$ cat config.mk
export PLATFORM = sky130hd
export DESIGN_NAME = ram_arb_2x72
export DESIGN_NICKNAME = d
export VERILOG_FILES = /design/src/rtl/ram_arb_pkg.sv /design/src/rtl/ram_arb_2x72_rr_arb2.sv /design/src/rtl/ram_arb_2x72.sv
export SDC_FILE = /design/constraint.sdc
export NUM_CORES = 1
export LEC_CHECK = 0
export CAP_MARGIN = 20
export CORE_AREA = 3 3 175 177
export DETAILED_ROUTE_END_ITERATION = 16
export DIE_AREA = 0 0 178 180
export HOLD_SLACK_MARGIN = 0.08
export PLACE_DENSITY_LB_ADDON = 0.2
export RECOVER_POWER = 25
export SLEW_MARGIN = 20
export SYNTH_ARGS = -nofsm -noshare
export SYNTH_HDL_FRONTEND = slang
export SYNTH_SLANG_ARGS = --single-unit
export TNS_END_PERCENT = 30
$ cat constraint.sdc
create_clock -name clk -period 3.6 [get_ports clk]
set_clock_uncertainty 0.1 [all_clocks]
set_input_delay 0.72 -clock clk [delete_from_list [all_inputs] [get_ports clk]]
set_output_delay 0.72 -clock clk [all_outputs]
set_load 0.02 [all_outputs]
$ cat src/rtl/ram_arb_pkg.sv
// Shared constants for the two-port RAM arbiter: default geometry and requester ids.
package ram_arb_pkg;

    localparam int unsigned ADDR_W_DFLT = 3;
    localparam int unsigned DATA_W_DFLT = 72;

    localparam logic REQ0 = 1'b0;
    localparam logic REQ1 = 1'b1;

    function automatic logic [1:0] id_to_onehot(input logic id);
        return (id == REQ1) ? 2'b10 : 2'b01;
    endfunction

endpackage

$ cat src/rtl/ram_arb_2x72_rr_arb2.sv
// Two-way round-robin pick: with both valid, the requester that did not win last time wins.
module rr_arb2
    import ram_arb_pkg::*;
(
    input  logic [1:0] valid,
    input  logic       last_grant,
    output logic [1:0] grant
);

    always_comb begin
        grant = 2'b00;
        unique case (valid)
            2'b01:   grant = 2'b01;
            2'b10:   grant = 2'b10;
            2'b11:   grant = id_to_onehot(~last_grant);
            default: grant = 2'b00;
        endcase
    end

endmodule

$ cat src/rtl/ram_arb_2x72.sv
// Round-robin arbiter sharing one synchronous single-port RAM between two requesters,
// with zero-latency grants and one-cycle read responses routed back to the owner.
module ram_arb_2x72
    import ram_arb_pkg::*;
#(
    parameter int unsigned ADDR_W = ADDR_W_DFLT,
    parameter int unsigned DATA_W = DATA_W_DFLT
) (
    input  logic              clk,
    input  logic              rst,

    input  logic              req0_valid,
    output logic              req0_ready,
    input  logic              req0_we,
    input  logic [ADDR_W-1:0] req0_addr,
    input  logic [DATA_W-1:0] req0_wdata,
    output logic              rsp0_valid,
    output logic [DATA_W-1:0] rsp0_rdata,

    input  logic              req1_valid,
    output logic              req1_ready,
    input  logic              req1_we,
    input  logic [ADDR_W-1:0] req1_addr,
    input  logic [DATA_W-1:0] req1_wdata,
    output logic              rsp1_valid,
    output logic [DATA_W-1:0] rsp1_rdata,

    output logic              ram_wr,
    output logic [ADDR_W-1:0] ram_address,
    output logic [DATA_W-1:0] ram_wdata,
    input  logic [DATA_W-1:0] ram_rdata
);

    logic              last_grant_q;
    logic              rd_pend_q;
    logic              rd_owner_q;
    logic [ADDR_W-1:0] addr_q;
    logic [DATA_W-1:0] wdata_q;
    logic [DATA_W-1:0] rdata0_q;
    logic [DATA_W-1:0] rdata1_q;

    logic [1:0]        grant_raw;
    logic [1:0]        grant;
    logic              any_grant;
    logic              sel_id;
    logic              sel_we;
    logic [ADDR_W-1:0] sel_addr;
    logic [DATA_W-1:0] sel_wdata;

    rr_arb2 u_rr_arb2 (
        .valid      ({req1_valid, req0_valid}),
        .last_grant (last_grant_q),
        .grant      (grant_raw)
    );

    // Grants are suppressed under reset so nothing reaches the RAM or the response path.
    always_comb begin
        grant     = rst ? 2'b00 : grant_raw;
        any_grant = |grant;
        sel_id    = grant[1] ? REQ1 : REQ0;
        sel_we    = (sel_id == REQ1) ? req1_we    : req0_we;
        sel_addr  = (sel_id == REQ1) ? req1_addr  : req0_addr;
        sel_wdata = (sel_id == REQ1) ? req1_wdata : req0_wdata;
    end

    always_comb begin
        req0_ready  = grant[0];
        req1_ready  = grant[1];
        ram_wr      = any_grant ? ~sel_we   : 1'b1;
        ram_address = any_grant ? sel_addr  : addr_q;
        ram_wdata   = any_grant ? sel_wdata : wdata_q;
    end

    // RAM data is valid the cycle after the read address, so the response is combinational
    // from the pending-read registers; the rdata registers only hold the last returned word.
    always_comb begin
        rsp0_valid = rd_pend_q && (rd_owner_q == REQ0);
        rsp1_valid = rd_pend_q && (rd_owner_q == REQ1);
        rsp0_rdata = rsp0_valid ? ram_rdata : rdata0_q;
        rsp1_rdata = rsp1_valid ? ram_rdata : rdata1_q;
    end

    always_ff @(posedge clk) begin
        if (rst) begin
            last_grant_q <= REQ1;
            rd_pend_q    <= 1'b0;
            rd_owner_q   <= REQ0;
            addr_q       <= '0;
            wdata_q      <= '0;
            rdata0_q     <= '0;
            rdata1_q     <= '0;
        end else begin
            rd_pend_q <= any_grant && !sel_we;
            if (any_grant) begin
                last_grant_q <= sel_id;
                rd_owner_q   <= sel_id;
                addr_q       <= sel_addr;
                wdata_q      <= sel_wdata;
            end
            if (rsp0_valid) begin
                rdata0_q <= ram_rdata;
            end
            if (rsp1_valid) begin
                rdata1_q <= ram_rdata;
            end
        end
    end

endmodule

==> metrics.txt <==
slowest CP cell clkdlybuf4s50_1; Die Height 180 um; DRT iter0 DRCs 422; CTS tree yes; commonest cells after routing, fill and taps aside clkdlybuf4s50_1 (384), dfxtp_1 (222), nor2b_1 (167); class of the most critical setup path in2out; Final Util 0.5924; initial antenna violation count 4; final net count 1785; CP peak stage delay 0.69 ns; fin cells 1968; type of the most critical hold path in2reg; post-route cell area 17420 um2; Core Rows 63; worst skew pair latency approximately 0.52 ns; Hold-fix buffers, CTS 0; sequential share of the synthesized area 0.4116; Post-synth EDFFs 0; Clk pin slew, worst setup/hold paths 0.06 ns; synthesized instance count ~1.0k; CTS root buf clkbuf_16; Initial Util 0.3672; area of the core 29400 um2; ys flop type dfxtp_1; M1 GR Usage 0.2512; Area contributors post-synth dfxtp_1 (41%), mux2_2 (16%), nor2b_1 (9.7%), a2111oi_4 (6.6%), nor3_1 (4.9%); Post-synth ARST share 0; post-route antenna net violation count 0; status complete, no violations; crit-path cells clkdlybuf4s50_1 -> buf_4 -> and2_2 -> buf_12 -> nor3_1 -> nor3_1 -> clkdlybuf4s50_1; crit path launch type primary input; post-synth top area cell dfxtp_1; drt pass-1 iters 5; total power 7.126 mW; CP Capture Type output pin; max_slew headroom 0.6245; placer congestion estimate 0.8278; Final min period around 3.5 ns; Lkg Pwr 6.958 nW; global-route wire length before repair 56280 um; GR peak layer met2; GRT Resource Usage Total 0.2165; PD cells about 400 nW/um2; Mapped Area roughly 11000 um2; Clock Path Buffers 3; placed inst area 16500 um2; worst hold margin 0.3781 ns; Final Hold Fails 0; vias in the first global route 10.11k; post-CTS setup buffers 0; Max Cap Viol 0; met3 GRT Util 0.07520; routed wire length 36620 um; DRC 0; period utilisation layout 0.9844; IO Pins about 450; share of the synthesized area in the top cell type 0.4116; total CTS buffers 26; Worst Path Max Fanout 13; DP HPWL about 27000 um; largest net degree at the start of global routing 105; worst vdd ir 291.4 uV; RSZ-0062 raised after global routing yes; Post-Synthesis Mean Instance Area 10.36 um2; Sink Count 222; die area 32040 um2; GR Overflow Total 0; worst-margin pin slew 0.5612 ns; placed insts 1918; Max Freq approximately 280 MHz; FF+latch count, synth 222; layout cell share with drive strength beyond 1 0.2375; via/cell ratio ~5; vias post-DR roughly 10k; most common cell after layout, fill and taps aside clkdlybuf4s50_1; final setup vio count 0; Synth-to-Final Area Change 61.32%; Yosys cell types 39; H-tree levels 1; max-slew violations 0; input/output buffers 451; Crit path required time about 2.8 ns; worst endpoint data arrival time about 2.7 ns; synth warn 0; DIE WIDTH 178 um; Mapped Nets ~1.3k; Global Route met2 Usage 0.3781; drt wl/cell 18.61 um
## worst max-delay path: cells and delay by family
kind	cells	cell delay [ns]
buf+inv	4	1.46
simple gates	3	0.53
## through the flow
stage,setup TNS [ns],setup WS (ns)
3_5_place_dp,-2.468,-0.2208
6_report,0,0.05613
4_1_cts,-0.5755,-0.1371
5_1_grt,-0.08409,-0.04370
3_3_place_gp,-1.531,-0.1954
2_1_floorplan,0,0.9041
## sequential cells by signal, indices dropped and copies added, names as in the netlist
register      count
wdata_q          72
rd_owner_q        1
rdata1_q         72
rd_pend_q         1
addr_q            3
last_grant_q      1
rdata0_q         72
## synth_stat cells (13+ instances only)
cell	instances
mux2_2	156
a2111oi_4	26
a22oi_1	24
clkbuf_1	26
nand3_1	20
buf_6	13
nand2_1	15
buf_2	36
nor2b_1	167
buf_4	18
a21oi_1	15
a221o_1	14
a2111oi_0	17
nor2_1	54
nor3_1	106
dfxtp_1	222
nor4_1	54
## where the power goes
group / switching (mW) / total (mW) / internal (mW)
logic: 0.897 / 1.83 / 0.929
clock network: 1.03 / 2.67 / 1.64
registers: 0.0404 / 2.63 / 2.59
total: 1.97 / 7.13 / 5.15
## kinds of logic after synthesis
family,count (synthesis),share of synthesized area
AOI/OAI and AO/OA,128,0.1463
buffers and inverters,100,0.05539
and+or+nand+nor,436,0.2240
muxes,156,0.1627
DFF,222,0.4116
## path summary, 6_finish.rpt
check,slack (ns),cells past startpoint,startpoint,end
hold / removal,0.38,2,rst,wdata_q[8]$_SDFF_PP0_
setup reg to reg,1.68,6,last_grant_q$_SDFFE_PP1P_,wdata_q[50]$_SDFF_PP0_
hold reg to reg,0.42,2,wdata_q[37]$_SDFF_PP0_,wdata_q[37]$_SDFF_PP0_
setup / recovery,0.06,7,req0_valid,ram_wdata[12]
## metal layers
layer	part of all wire	up-vias
met5	0.00030	-
met4	0.019	2
met3	0.099	43
met2	0.50	377
met1	0.39	4712
li1	-	4839
## repair_timing
| item | 4_1_cts | 5_1_grt |
|---|---|---|
| setup endpoints to repair | 56 | 19 |
| gates resized for setup | 55 | 22 |
| pin swaps | 0 | 1 |
## cell type report
| cell class | instances | area [um2] |
|---|---|---|
| timing repair buffer | 585 | 5782 |
| antenna | 3 | 7.507 |
| sequential | 222 | 4444 |
| clock inverter | 5 | 81.33 |
| multi-input combinational | 720 | 5818 |
| clock buffer | 41 | 788.3 |
| fill | 2547 | 11990 |
| tap | 390 | 488.0 |
| inverter | 2 | 7.507 |
(Power assumes the default switching activity.)
